### src/rtl/axi_stream_pkg.sv
// Shared definitions for the AXI-Stream packet master.
//   pm_state_t      : FSM state encoding (IDLE offers a command slot, SEND drives beats)
//   max_byte_width  : largest TDATA byte width the keep-mask helper supports
//   last_keep_mask  : TKEEP pattern for the final beat of a packet, given the
//                     byte remainder (bytes mod byte_width) and the bus byte width
package axi_stream_pkg;

    typedef enum logic [0:0] {
        ST_IDLE = 1'b0,
        ST_SEND = 1'b1
    } pm_state_t;

    localparam int unsigned max_byte_width = 64;

    // A zero remainder means the last beat is completely full.
    function automatic logic [max_byte_width-1:0] last_keep_mask(input int unsigned rem,
                                                                 input int unsigned bw);
        logic [max_byte_width-1:0] m;
        int unsigned               n;
        m = '0;
        n = (rem == 0) ? bw : rem;
        for (int unsigned i = 0; i < max_byte_width; i++) begin
            if (i < n) m[i] = 1'b1;
        end
        return m;
    endfunction

endpackage

### src/rtl/axi_stream_packet_master_if.sv
// AXI-Stream bus bundle used between the packet master and its sink.
//   tvalid/tready : handshake
//   tdata         : 8*byte_width payload
//   tstrb/tkeep   : per-byte qualifiers
//   tlast         : end of packet
//   tid/tdest/tuser : sideband
// Modports: master drives everything except tready; slave is the mirror.
interface axi_stream_packet_master_if #(
    parameter int byte_width = 4,
    parameter int id_width   = 1,
    parameter int dest_width = 1,
    parameter int user_width = 1
);
    logic                    tvalid;
    logic                    tready;
    logic [8*byte_width-1:0] tdata;
    logic [byte_width-1:0]   tstrb;
    logic [byte_width-1:0]   tkeep;
    logic                    tlast;
    logic [id_width-1:0]     tid;
    logic [dest_width-1:0]   tdest;
    logic [user_width-1:0]   tuser;

    modport master (
        output tvalid, tdata, tstrb, tkeep, tlast, tid, tdest, tuser,
        input  tready
    );

    modport slave (
        input  tvalid, tdata, tstrb, tkeep, tlast, tid, tdest, tuser,
        output tready
    );
endinterface

### src/rtl/axi_stream_packet_master.sv
// Command-driven AXI-Stream transmitter. One command (byte count, seed,
// sideband) becomes one packet of ceil(bytes/byte_width) beats whose data
// increments from the seed; the last beat carries TLAST and a partial TKEEP.
//
// Ports
//   clk, reset            : clock, synchronous active-high reset
//   cmd_valid / cmd_ready : command handshake (ready only in IDLE, low in reset)
//   cmd_bytes             : packet length in bytes (0 is rejected with err_zero_len)
//   cmd_seed              : TDATA of beat 0
//   cmd_id/dest/user      : sideband held for the whole packet
//   axis                  : AXI-Stream master port
//   busy                  : packet in flight
//   pkt_count             : completed packets (wraps)
//   err_zero_len          : one-cycle pulse after a zero-length command is taken
//
// State | meaning
// IDLE  | cmd_ready high, tvalid low, waiting for a command
// SEND  | tvalid high, presenting beat k until handshake
module axi_stream_packet_master
    import axi_stream_pkg::*;
#(
    parameter int byte_width = 4,
    parameter int id_width   = 1,
    parameter int dest_width = 1,
    parameter int user_width = 1,
    parameter int len_width  = 16
) (
    input  logic                    clk,
    input  logic                    reset,
    input  logic                    cmd_valid,
    output logic                    cmd_ready,
    input  logic [len_width-1:0]    cmd_bytes,
    input  logic [8*byte_width-1:0] cmd_seed,
    input  logic [id_width-1:0]     cmd_id,
    input  logic [dest_width-1:0]   cmd_dest,
    input  logic [user_width-1:0]   cmd_user,
    axi_stream_packet_master_if.master axis,
    output logic                    busy,
    output logic [31:0]             pkt_count,
    output logic                    err_zero_len
);

    localparam int data_width = 8 * byte_width;

    pm_state_t               state_q;
    logic [len_width-1:0]    k_q;
    logic [len_width-1:0]    last_idx_q;
    logic [byte_width-1:0]   last_keep_q;
    logic [data_width-1:0]   seed_q;

    logic                    tvalid_q;
    logic                    tlast_q;
    logic [data_width-1:0]   tdata_q;
    logic [byte_width-1:0]   tkeep_q;
    logic [id_width-1:0]     tid_q;
    logic [dest_width-1:0]   tdest_q;
    logic [user_width-1:0]   tuser_q;
    logic [31:0]             pkt_count_q;
    logic                    err_q;

    // Command decode: beat count and last-beat mask.
    logic [len_width:0]      bytes_round;
    logic [len_width:0]      beats_ext;
    logic [len_width-1:0]    cmd_last_idx;
    logic [len_width-1:0]    cmd_rem;
    logic [byte_width-1:0]   cmd_last_keep;

    always_comb begin
        bytes_round   = {1'b0, cmd_bytes} + (len_width+1)'(byte_width - 1);
        beats_ext     = bytes_round / (len_width+1)'(byte_width);
        cmd_last_idx  = len_width'(beats_ext - (len_width+1)'(1));
        cmd_rem       = cmd_bytes % len_width'(byte_width);
        cmd_last_keep = byte_width'(last_keep_mask(32'(cmd_rem), byte_width));
    end

    // Next-beat payload. In IDLE it describes beat 0 of the offered command,
    // in SEND it describes beat k+1 of the current packet, so the same
    // adder and mask serve both the load and the advance.
    logic [len_width-1:0]    beat_idx;
    logic [data_width-1:0]   beat_seed;
    logic [len_width-1:0]    beat_last_idx;
    logic [byte_width-1:0]   beat_last_keep;
    logic                    beat_is_last;
    logic [byte_width-1:0]   beat_keep;
    logic [data_width-1:0]   beat_sum;
    logic [data_width-1:0]   beat_data;

    always_comb begin
        if (state_q == ST_IDLE) begin
            beat_idx       = '0;
            beat_seed      = cmd_seed;
            beat_last_idx  = cmd_last_idx;
            beat_last_keep = cmd_last_keep;
        end else begin
            beat_idx       = k_q + len_width'(1);
            beat_seed      = seed_q;
            beat_last_idx  = last_idx_q;
            beat_last_keep = last_keep_q;
        end
        beat_is_last = (beat_idx == beat_last_idx);
        beat_keep    = beat_is_last ? beat_last_keep : '1;
        beat_sum     = beat_seed + data_width'(beat_idx);
        beat_data    = '0;
        for (int i = 0; i < byte_width; i++) begin
            beat_data[8*i +: 8] = beat_keep[i] ? beat_sum[8*i +: 8] : 8'h00;
        end
    end

    always_ff @(posedge clk) begin
        if (reset) begin
            state_q     <= ST_IDLE;
            k_q         <= '0;
            last_idx_q  <= '0;
            last_keep_q <= '0;
            seed_q      <= '0;
            tvalid_q    <= 1'b0;
            tlast_q     <= 1'b0;
            tdata_q     <= '0;
            tkeep_q     <= '0;
            tid_q       <= '0;
            tdest_q     <= '0;
            tuser_q     <= '0;
            pkt_count_q <= '0;
            err_q       <= 1'b0;
        end else begin
            err_q <= 1'b0;
            case (state_q)
                ST_IDLE: begin
                    if (cmd_valid) begin
                        if (cmd_bytes == '0) begin
                            err_q <= 1'b1;
                        end else begin
                            seed_q      <= cmd_seed;
                            last_idx_q  <= cmd_last_idx;
                            last_keep_q <= cmd_last_keep;
                            k_q         <= '0;
                            tid_q       <= cmd_id;
                            tdest_q     <= cmd_dest;
                            tuser_q     <= cmd_user;
                            tdata_q     <= beat_data;
                            tkeep_q     <= beat_keep;
                            tlast_q     <= beat_is_last;
                            tvalid_q    <= 1'b1;
                            state_q     <= ST_SEND;
                        end
                    end
                end
                ST_SEND: begin
                    // Without tready nothing here moves, which keeps every
                    // t* output frozen across a stall.
                    if (axis.tready) begin
                        if (tlast_q) begin
                            pkt_count_q <= pkt_count_q + 32'd1;
                            tvalid_q    <= 1'b0;
                            tlast_q     <= 1'b0;
                            tdata_q     <= '0;
                            tkeep_q     <= '0;
                            tid_q       <= '0;
                            tdest_q     <= '0;
                            tuser_q     <= '0;
                            state_q     <= ST_IDLE;
                        end else begin
                            k_q     <= beat_idx;
                            tdata_q <= beat_data;
                            tkeep_q <= beat_keep;
                            tlast_q <= beat_is_last;
                        end
                    end
                end
                default: state_q <= ST_IDLE;
            endcase
        end
    end

    assign cmd_ready    = (state_q == ST_IDLE) && !reset;
    assign busy         = (state_q == ST_SEND);
    assign pkt_count    = pkt_count_q;
    assign err_zero_len = err_q;

    assign axis.tvalid = tvalid_q;
    assign axis.tdata  = tdata_q;
    assign axis.tkeep  = tkeep_q;
    assign axis.tstrb  = tkeep_q;
    assign axis.tlast  = tlast_q;
    assign axis.tid    = tid_q;
    assign axis.tdest  = tdest_q;
    assign axis.tuser  = tuser_q;

endmodule
### src/flat_wrapper.sv
// flat-port wrapper written by rule: the top's interface ports become plain ports
module axi_stream_packet_master_flat import axi_stream_pkg::*;
#(
    parameter int byte_width = 4,
    parameter int id_width   = 1,
    parameter int dest_width = 1,
    parameter int user_width = 1,
    parameter int len_width  = 16
)
  (clk, reset, cmd_valid, cmd_ready, cmd_bytes, cmd_seed, cmd_id, cmd_dest, cmd_user, busy, pkt_count, err_zero_len, axis_tvalid, axis_tdata, axis_tstrb, axis_tkeep, axis_tlast, axis_tid, axis_tdest, axis_tuser, axis_tready);
  axi_stream_packet_master_if #(.byte_width(byte_width), .id_width(id_width), .dest_width(dest_width), .user_width(user_width)) axis_i ();
  input  logic clk;
  input  logic reset;
  input  logic cmd_valid;
  output logic cmd_ready;
  input  logic [len_width-1:0] cmd_bytes;
  input  logic [8*byte_width-1:0] cmd_seed;
  input  logic [id_width-1:0] cmd_id;
  input  logic [dest_width-1:0] cmd_dest;
  input  logic [user_width-1:0] cmd_user;
  output logic busy;
  output logic [31:0] pkt_count;
  output logic err_zero_len;
  output wire logic [$bits(axis_i.tvalid)-1:0] axis_tvalid;
  output wire logic [$bits(axis_i.tdata)-1:0] axis_tdata;
  output wire logic [$bits(axis_i.tstrb)-1:0] axis_tstrb;
  output wire logic [$bits(axis_i.tkeep)-1:0] axis_tkeep;
  output wire logic [$bits(axis_i.tlast)-1:0] axis_tlast;
  output wire logic [$bits(axis_i.tid)-1:0] axis_tid;
  output wire logic [$bits(axis_i.tdest)-1:0] axis_tdest;
  output wire logic [$bits(axis_i.tuser)-1:0] axis_tuser;
  input wire logic [$bits(axis_i.tready)-1:0] axis_tready;
  assign axis_tvalid = axis_i.tvalid;
  assign axis_tdata = axis_i.tdata;
  assign axis_tstrb = axis_i.tstrb;
  assign axis_tkeep = axis_i.tkeep;
  assign axis_tlast = axis_i.tlast;
  assign axis_tid = axis_i.tid;
  assign axis_tdest = axis_i.tdest;
  assign axis_tuser = axis_i.tuser;
  assign axis_i.tready = axis_tready;
  axi_stream_packet_master #(.byte_width(byte_width), .id_width(id_width), .dest_width(dest_width), .user_width(user_width), .len_width(len_width)) u_core (.clk(clk), .reset(reset), .cmd_valid(cmd_valid), .cmd_ready(cmd_ready), .cmd_bytes(cmd_bytes), .cmd_seed(cmd_seed), .cmd_id(cmd_id), .cmd_dest(cmd_dest), .cmd_user(cmd_user), .axis(axis_i), .busy(busy), .pkt_count(pkt_count), .err_zero_len(err_zero_len));
endmodule
### config.mk
export PLATFORM = sky130hd
export DESIGN_NAME = axi_stream_packet_master_flat
export DESIGN_NICKNAME = d
export VERILOG_FILES = /design/src/rtl/axi_stream_pkg.sv /design/src/rtl/axi_stream_packet_master_if.sv /design/src/rtl/axi_stream_packet_master.sv /design/src/flat_wrapper.sv
export SDC_FILE = /design/constraint.sdc
export NUM_CORES = 1
export LEC_CHECK = 0
export CAP_MARGIN = 15
export CELL_PAD_IN_SITES_DETAIL_PLACEMENT = 1
export CELL_PAD_IN_SITES_GLOBAL_PLACEMENT = 1
export CORE_ASPECT_RATIO = 2
export CORE_MARGIN = 5
export CORE_UTILIZATION = 40
export DETAILED_ROUTE_END_ITERATION = 7
export GPL_TIMING_DRIVEN = 1
export PLACE_DENSITY_LB_ADDON = 0.1
export SYNTH_ARGS = -nofsm -noshare
export SYNTH_HDL_FRONTEND = slang
export SYNTH_SLANG_ARGS = --single-unit
### constraint.sdc
create_clock -name clk -period 5.45 [get_ports clk]
set_input_delay 0.545 -clock clk [delete_from_list [all_inputs] [get_ports clk]]
set_output_delay 0.545 -clock clk [all_outputs]
set_load 0.1 [all_outputs]
# Yosys cells after proc, flatten, opt, wreduce, memory -nomap -nowiden

Index checks and enable logic that the tools add are counted.

Add/sub/neg operators: 5
Bitwise logic cells: 3
Magnitude comparators: 4
Eq/ne operators: 6
Reductions and logical operators: 10
Multiplexer cells: 54

Operators by type and width:

| operator                                           | count |
|---|---|
| two-way mux 32 bit                                 | 5 |
| two-way mux 16 bit                                 | 6 |
| < comparator 1 x 32 -> 1 bit, first input constant | 2 |
| < comparator 2 x 32 -> 1 bit, first input constant | 2 |
| one-hot mux 32 bit (2 select lines)                | 1 |
| adder 32 x 1 -> 32 bit, second input constant      | 1 |
| adder 32 x 16 -> 32 bit                            | 1 |
| zero test 16 bit                                   | 2 |
| two-way mux 8 bit                                  | 4 |
| one-hot mux 16 bit (2 select lines)                | 1 |
| two-way mux 4 bit                                  | 6 |
| two-way mux 1 bit                                  | 23 |
| adder 16 x 2 -> 17 bit, second input constant      | 1 |
| adder 16 x 1 -> 16 bit, second input constant      | 1 |
| equality test 16 bit                               | 1 |
| subtractor 15 x 1 -> 16 bit, second input constant | 1 |
| one-hot mux 1 bit (2 select lines)                 | 6 |
| inequality test 2 bit, second input constant       | 5 |
| AND reduction 3 bit                                | 3 |
| one-hot mux 4 bit (2 select lines)                 | 1 |
| AND reduction 4 bit                                | 2 |
| two-way mux 3 bit                                  | 1 |
| inverter 1 bit                                     | 3 |
| OR reduction 3 bit                                 | 1 |
| 2 further kinds                                    | 2 |

Bits in registers: 143
Output and inout port bits: 80
Bits of input ports: 55
Logic and storage cells: 96

# Longest topological paths before layout

Depth in word-level cells: 10
Depth in mapped cells: 17
Mapped depth without buffers: 14

# Worst setup path after synthesis

OpenSTA, ideal clock, no wires.

Path kind: reg-to-reg
From: register u_core.state_q, in the netlist u_core.busy
To: register u_core.tdata_q[20], in the netlist u_core.axis.tdata[20]
Clock period less this slack: 5.253 ns
Buffers on the path: 5
Required time: 5.331 ns
Cell stages (with the launch flop): 18
Arrival: 5.134 ns
Setup time: 0.119 ns
Path slack: 0.197 ns
Path through: dfxtp_1 -> buf_4 -> clkbuf_1 -> buf_1 -> buf_1 -> clkbuf_1 -> mux2_2 -> ha_1 -> fa_1 -> a21o_1 -> a21oi_1 -> o21ai_0 -> nand3_1 -> nand3_1 -> nand3b_1 -> nor3_1 -> xnor2_1 -> a32o_1

Cells in the longest elaborated chain, start to end: 7
Elaborated cells between the ends (all ways): 18
Those cells by class: add/sub (1); eq/ne (4); mux (11); bitwise (1); reduce/logical (1)

Ends and longest elaborated chain:

| what                                                                            | line                            | text |
|---|---|---|
| start: declaration                                                              | axi_stream_packet_master.sv:45  | `pm_state_t state_q;` |
| start signal: assignment                                                        | axi_stream_packet_master.sv:111 | `state_q <= ST_IDLE;` |
| start signal: assignment                                                        | axi_stream_packet_master.sv:144 | `state_q <= ST_SEND;` |
| start signal: assignment                                                        | axi_stream_packet_master.sv:161 | `state_q <= ST_IDLE;` |
| parallel branches: the longest is 7 deep, another holds adder 32 x 16 -> 32 bit | -                               |  |
| end signal: assignment                                                          | axi_stream_packet_master.sv:140 | `tdata_q <= beat_data;` |
| end signal: assignment                                                          | axi_stream_packet_master.sv:164 | `tdata_q <= beat_data;` |
| end: declaration                                                                | axi_stream_packet_master.sv:53  | `logic [data_width-1:0] tdata_q;` |

Several ways; the timed one is not identified. The select of a mux whose other input is x is not followed.
A chain may end at the register's enable or synchronous reset.

# Worst setup path in the final report

From: input port cmd_bytes[0]
To: register u_core.tdata_q[0], in the netlist u_core.axis.tdata[0]

Cells in the longest elaborated chain, start to end: 10
Elaborated cells between the ends (all ways): 19
Those cells by class: add/sub (2); order compare (1); eq/ne (2); mux (11); reduce/logical (3)

Ends and longest elaborated chain:

| what                                                                            | line               | text |
|---|---|---|
| start: declaration                                                              | flat_wrapper.sv:16 | `input logic [len_width-1:0] cmd_bytes;` |
| parallel branches: the longest is 10 deep, another holds adder 16 x 2 -> 17 bit | -                  |  |

Several ways; the timed one is not identified. The select of a mux whose other input is x is not followed.

==> reports/metrics.csv <==
stage,metric,value,unit
route,wl_per_cell,18.6,µm
die,initial_core_util,40.5,%
cts,cts_tree,yes,
cells_and_area,antenna_cells,0,
cells_and_area,num-nets-final,1167,
timing,final.setup.tns,0,ns
timing,fin_skew,0.0113,ns
worst_setup_path,arrival,4.90,ns
die,die_area,23200,µm²
yosys,async_flop_share,0,%
hold_path,hold_path.class,register to register,
cts,htree_num_levels,4,
die,die_x,110,µm
yosys,syn_nets,1066,
global_route,grt_pass1_wl,40400,µm
yosys,synth_cells,988,
worst_setup_path,endpoint_kind,register,
worst_setup_path,cp_top_family,simple AND/OR/NAND/NOR gates,
place,io_buffers,134,
worst_setup_path,critPathMaxStageDelay,0.84,ns
worst_setup_path,path_max_fanout,12,
die,rows,73,
yosys,synth_top_cell_area_share,35.7,%
hold_path,hold_end,u_core.seed_q[6],
power,switching_share,32.0,%
route,totalWireLength,25400,µm
global_route,grt_pass1_vias,7863,
worst_setup_path,cp_cell_sequence,"clkdlybuf4s50_1, inv_1, ha_1, buf_4, and4b_1, xor2_1, o22ai_1, o211a_1, nor2b_1, nor3b_1, o32ai_1, or4_1, a32o_1",
cts,ctsLongestPathBuffers,2,
route,routed-via-count,7518,
worst_setup_path,crit_path_top_delay_cell,or4_1,
cts,root_buffer,clkbuf_16,
power,vdd.ir_drop.worst,0.191,mV
timing,hold_viol,0,
worst_setup_path,worstSetupPathType,primary input to register,
power,p_leak,3.59,nW
worst_setup_path,reg2reg_to,u_core.axis.tdata[25],
cells_and_area,area_growth,26.1,%
global_route,grt_max_degree,64,
global_route,grt_overflow,0,
timing,drv_slew,0,
place,gp_congestion,0.856,
global_route,track_usage,22.4,%
place,placed_cells,1332,
yosys,yosysWarnings,0,
hold_path,min_path_cells,2,
timing,rsz0062_at_grt,no,
global_route,grt_antenna_before_repair,0,
cts,insertion_delay,0.43,ns
yosys,synth.distinct_cells,65,
yosys,ys_ff_latch,143,
worst_setup_path,cp.required,5.77,ns
yosys,synth_edf_count,0,
power,pwr_density_cell,288,nW/µm²
route,vias_per_cell,5.51,
timing,hold_ws,0.453,ns
yosys,ys.flop_type,dfxtp_1,
cts,clk_pin_slew,0.06,ns
cells_and_area,drive_gt1_share,6.99,%
place,pre_cts_ws,0.436,ns
power,power.internal,1.99,mW
cts,cts_hold_buf,0,
timing,period_minus_slack,4.59,ns
timing,post-route-period-util,84.1,%
timing,worst_slew_pin_slew,1.00,ns
hold_path,hold_path.startpoint,u_core.seed_q[6],
die,ios,135,
route,first_pass_iters,4,
route,ant_nets,0,
timing,worst_slack,0.864,ns
yosys,synth_area,8020,µm²
flow_run,max_cap_violations,0,
cts,cts_sinks,143,
worst_setup_path,rrSetupSlack,1.35,ns
yosys,synth_seq_area_share,35.7,%
worst_setup_path,startpoint_type,primary input,
timing,setup_viol,0,
cells_and_area,nFillCells,2403,
route,remaining_drc_errors,0,
worst_setup_path,critPathBufInv,3,
yosys,synth.area.top_cells,"dfxtp_1 36%, nand2_1 6.9%, xnor2_1 6.9%, xor2_1 5.3%, a21oi_1 5.3%",
cts,ctsResizeCount,0,
worst_setup_path,rr_worst_depth,12,
die,die_h,210,µm
route,drtIter0Drc,267,
power,power_switching,933,µW
cells_and_area,layout.cells.non_filler,1364,
die,core_area,19800,µm²
yosys,avgSynthCellArea,8.12,µm²
timing,max_freq,218,MHz
timing,maxSlewHeadroom,32.8,%
outcome,status,"complete, no violations",
yosys,yosys.area.top_type,dfxtp_1,
power,comb_power_share,19.8,%
power,clkPwrFrac,41.6,%
cts,cts_buffers,17,
cts,post-cts-setup-buffers,0,
power,seqPwrFrac,38.5,%
worst_setup_path,r2r_start,u_core.busy,
place,hpwl,18900,µm
## cell type report
class | count | area (µm²) | share of cell area (%)
Clock buffer | 19 | 453 | 4.48
Clock inverter | 13 | 153 | 1.51
Inverter | 14 | 52.6 | 0.519
Multi-Input combinational cell | 769 | 4860 | 48.0
Sequential cell | 143 | 2860 | 28.3
Tap cell | 262 | 328 | 3.24
Timing Repair Buffer | 144 | 1410 | 14.0
## metrics by stage
stage / power, mW / cell area (µm²) / utilization, %
after floorplan: 1.56 / 8020 / -
after global placement: 1.72 / 9520 / 48.0
after detailed placement: 1.73 / 9520 / 48.0
after CTS: 2.95 / 10100 / 51.1
after global routing: 3.03 / 10100 / 51.1
final: 2.92 / 10100 / 51.1
## synthesized netlist by cell type (all sizes together) (7+ instances only)
cell type,count
nand2,147
dfxtp,143
nor2,104
a21oi,85
xnor2,63
xor2,49
nand3,43
clkbuf,36
a32o,31
buf,26
nor3,24
ha,22
o21ai,22
mux2,19
mux2i,18
nand4,18
inv,14
and3,10
a211oi,9
and2,8
nor3b,8
or3,7
## worst max path at each step
stage            startpoint               endpoint  slack, ns  cells after the start
2_1_floorplan   u_core.busy  u_core.axis.tdata[20]       0.20                     17
3_3_place_gp   cmd_bytes[0]   u_core.axis.tdata[1]       0.53                     14
3_5_place_dp   cmd_bytes[0]   u_core.axis.tdata[0]       0.44                     14
4_1_cts        cmd_bytes[0]   u_core.axis.tdata[0]       0.87                     14
5_1_grt        cmd_bytes[0]   u_core.axis.tdata[0]       0.63                     14
6_report       cmd_bytes[0]   u_core.axis.tdata[0]       0.86                     13
## sequential cells by signal, indices dropped and copies added, names as in the netlist
signal and flops:
u_core.pkt_count 32, u_core.axis.tlast 1, u_core.k_q 16, u_core.axis.tdest 1
u_core.last_idx_q 16, u_core.axis.tid 1, u_core.axis.tkeep 4, u_core.seed_q 32
u_core.last_keep_q 4, u_core.axis.tdata 32, u_core.axis.tvalid 1, u_core.err_zero_len 1
u_core.busy 1, u_core.axis.tuser 1
## cell families (layout without fill, tap and decap cells)
kind of cell	Yosys count	in the layout	share of synthesized area (%)
buf+inv	76	190	4.04
xor+xnor	112	112	12.2
compound gates	191	191	15.8
simple gates	406	406	23.6
mux	37	37	4.96
flops	143	143	35.7
fa+ha+maj	23	23	3.68
## cell usage in the layout (no fill, tap or decap), types with 4 or more instances in the layout
cell               n
nand2_1          147
dfxtp_1          142
clkdlybuf4s50_1  133
nor2_1           101
a21oi_1           85
xnor2_1           63
xor2_1            49
nand3_1           42
a32o_1            31
nor3_1            24
ha_1              22
o21ai_0           20
mux2_2            19
nand4_1           18
mux2i_1           17
clkbuf_16         17
inv_1             14
buf_4             11
and3_1            10
a211oi_1           9
and2_1             8
or3_1              7
nor3b_1            7
a31oi_1            6
or4_1              6
nand2b_1           5
o21a_1             5
a22o_1             5
clkinvlp_4         5
nor4_1             4
and4_1             4
or2_2              4
a21o_1             4
inv_6              4
## worst register-to-register path, cell delays in order (launching register included)
cell and delay [ns]:
dfxtp_2 0.77, buf_4 0.36, mux2_2 0.37, ha_1 0.22, a21o_1 0.21, a211oi_1 0.33, o21ai_0 0.23, nand3_1 0.17
a311oi_1 0.16, o21ai_1 0.62, nor2_1 0.13, xnor2_1 0.16, a32o_1 0.26
## layer usage
layer / wire, µm / track usage [%]
met3: 860 / 3.37
met4: 1100 / 11.3
met2: 13800 / 41.8
met1: 9590 / 23.5
met5: 0 / 0
## power by group through the flow
stage / registers [mW] / clock network, mW / logic (mW)
finish: 1.12 / 1.21 / 0.579
global route: 1.13 / 1.29 / 0.615
CTS: 1.13 / 1.24 / 0.584
detailed placement: 1.15 / 0 / 0.581
global placement: 1.15 / 0 / 0.575
floorplan: 1.30 / 0 / 0.257
No activity file was read; power rests on OpenSTA's default activity.
==> RTL change: new RTL, config.mk and constraints unchanged <==
`byte_width` is set to 4 in 3 places; all go to 5.
--- a/src/rtl/axi_stream_packet_master_if.sv
+++ b/src/rtl/axi_stream_packet_master_if.sv
@@ -8,3 +8,3 @@
 interface axi_stream_packet_master_if #(
-    parameter int byte_width = 4,
+    parameter int byte_width = 5,
     parameter int id_width   = 1,
--- a/src/rtl/axi_stream_packet_master.sv
+++ b/src/rtl/axi_stream_packet_master.sv
@@ -21,3 +21,3 @@
 #(
-    parameter int byte_width = 4,
+    parameter int byte_width = 5,
     parameter int id_width   = 1,
--- a/src/flat_wrapper.sv
+++ b/src/flat_wrapper.sv
@@ -3,3 +3,3 @@
 #(
-    parameter int byte_width = 4,
+    parameter int byte_width = 5,
     parameter int id_width   = 1,
Ports: changed (resized axis_tdata, axis_tkeep, axis_tstrb and cmd_seed); port bits go from 135 to 153. No check against the original RTL was run, so the function may have changed too.
==> RTL change against the original RTL <==
  * The run now ends with negative setup slack left
  * Register-to-register slack worse by 1.7 ns
  * Design area increased by 120%
  * Routed wire length rose to 3.0 times the old value
  * Area after synthesis up 70%
  * Cell count rose by 110%
  * Worst setup slack worse by 3.8 ns
  * Synthesized cell count up 84%
  * Critical path depth grew 27
  * Power up 120%
  * Combinational power rose to 6.8 times the old value
  * Non-clock buffer count rose by 506
  * Sequential cell count up 18
  * Critical endpoint is now u_core.axis.tdata[17]
  * Largest power group is now combinational cells
==> RTL change: results (changes against the original RTL) <==
{| class="wikitable"
! Metric !! Value
|-
| Met3 wirelength from detailed routing || 4110 um (+380%)
|-
| Average wire per cell in the routed design || 27.1 um (+46%)
|-
| Met1 layer wirelength in the final routing || 23300 um (+140%)
|-
| Initial DRT Pass Iterations || 5 (+1)
|-
| Final total negative setup slack || -164.87 ns (-164.87 ns)
|-
| Synthesized Nets || 1908 (+79%)
|-
| Number of vias in the routed layout || 18056 (+140%)
|-
| Transition time at the pin with the least slew margin || 1.07 ns (+0.0688 ns)
|-
| Tot GR Track Use || 34.1% (+12 points)
|-
| FF-to-FF setup slack || -0.34 ns (-1.69 ns)
|-
| Multiplexer share of the synthesized area || 4.56% (-0.40 points)
|-
| Longest individual stage delay on the worst path || 0.55 ns (-0.29 ns)
|-
| Failing checks || negative setup slack
|-
| Post-route setup slack || -2.93 ns (-3.80 ns)
|-
| Met2 Resource Use GR || 69.2% (+27 points)
|-
| Seq pwr share || 20.0% (-19 points)
|-
| Worst hold slack || 0.448 ns (-0.00468 ns)
|-
| M3 GR Usage || 4.97% (+1.6 points)
|-
| Clock Skew || 0.0167 ns (+0.00547 ns)
|-
| Filler Cells Inserted || 3850 (+60%)
|-
| Multi-input gates || 1501 (+95%)
|-
| Post-synthesis compound-gate area fraction || 28.0% (+12 points)
|-
| ANT cells || 2 (+2)
|-
| Share of the yosys chip area belonging to registers || 23.6% (-12 points)
|-
| Hold-critical path endpoint || u_core.axis.tdata[27]
|-
| Number of cells traversed by the worst register-to-register path || 26 (+14)
|-
| Routed wl met2 || 41400 um (+200%)
|-
| Finished layout cell area || 22000 um2 (+120%)
|-
| Kind of cell adding the most delay to the critical path || compound AO/OA/AOI/OAI gates
|-
| Cell with the largest stage delay on the worst path || sky130_fd_sc_hd__nor3_2
|-
| DRC marker count from the first detailed-route iteration || 1059 (+300%)
|-
| Multi-input combinational area share || 54.1% (+6.1 points)
|-
| Max Fanout on Critical Path || 5 (-7)
|-
| Setup-failing EPs final || 66 (+66)
|-
| Post-detailed-placement cell area || 18400 um2 (+93%)
|-
| Pin count of the biggest net entering global routing || 76 (+19%)
|-
| Global placer's final weighted congestion || 0.963 (+13%)
|-
| Detail Placement HPWL || 47500 um (+150%)
|-
| Total power || 6.49 mW (+120%)
|-
| Non-CTS inverters || 43 (+29)
|-
| Result of the run || complete, but fails checks
|-
| Synth top area cells || sky130_fd_sc_hd__dfxtp_1, sky130_fd_sc_hd__nand2_1, sky130_fd_sc_hd__a21oi_1
|}
## RTL change: per-stage QoR
step | utilization, % | instances
after floorplan | - | 1817
after global placement | 54.7 | 2673
after detailed placement | 54.7 | 2673
after CTS | 62.9 | 2792
after global routing | 65.5 | 2825
final | 65.5 | 2825
## RTL change: how the worst max path moves through the flow
stage	end	slack [ns]	cells past startpoint	start
3_3_place_gp	u_core.axis.tdata[13]	-3.79	39	cmd_bytes[4]
2_1_floorplan	u_core.axis.tdata[16]	-2.58	39	cmd_bytes[2]
6_report	u_core.axis.tdata[17]	-2.93	40	cmd_bytes[13]
3_5_place_dp	u_core.axis.tdata[13]	-3.90	38	cmd_bytes[4]
4_1_cts	u_core.axis.tdata[20]	-2.26	42	cmd_bytes[2]
5_1_grt	u_core.axis.tdata[20]	-3.06	40	cmd_bytes[13]
## RTL change: what timing repair did
action	CTS	global route
gates cloned	5	1
pin swaps	131	72
buffers inserted	89	34
resized for setup	372	131
endpoints found under the setup margin	66	66
hold buffers	0	0
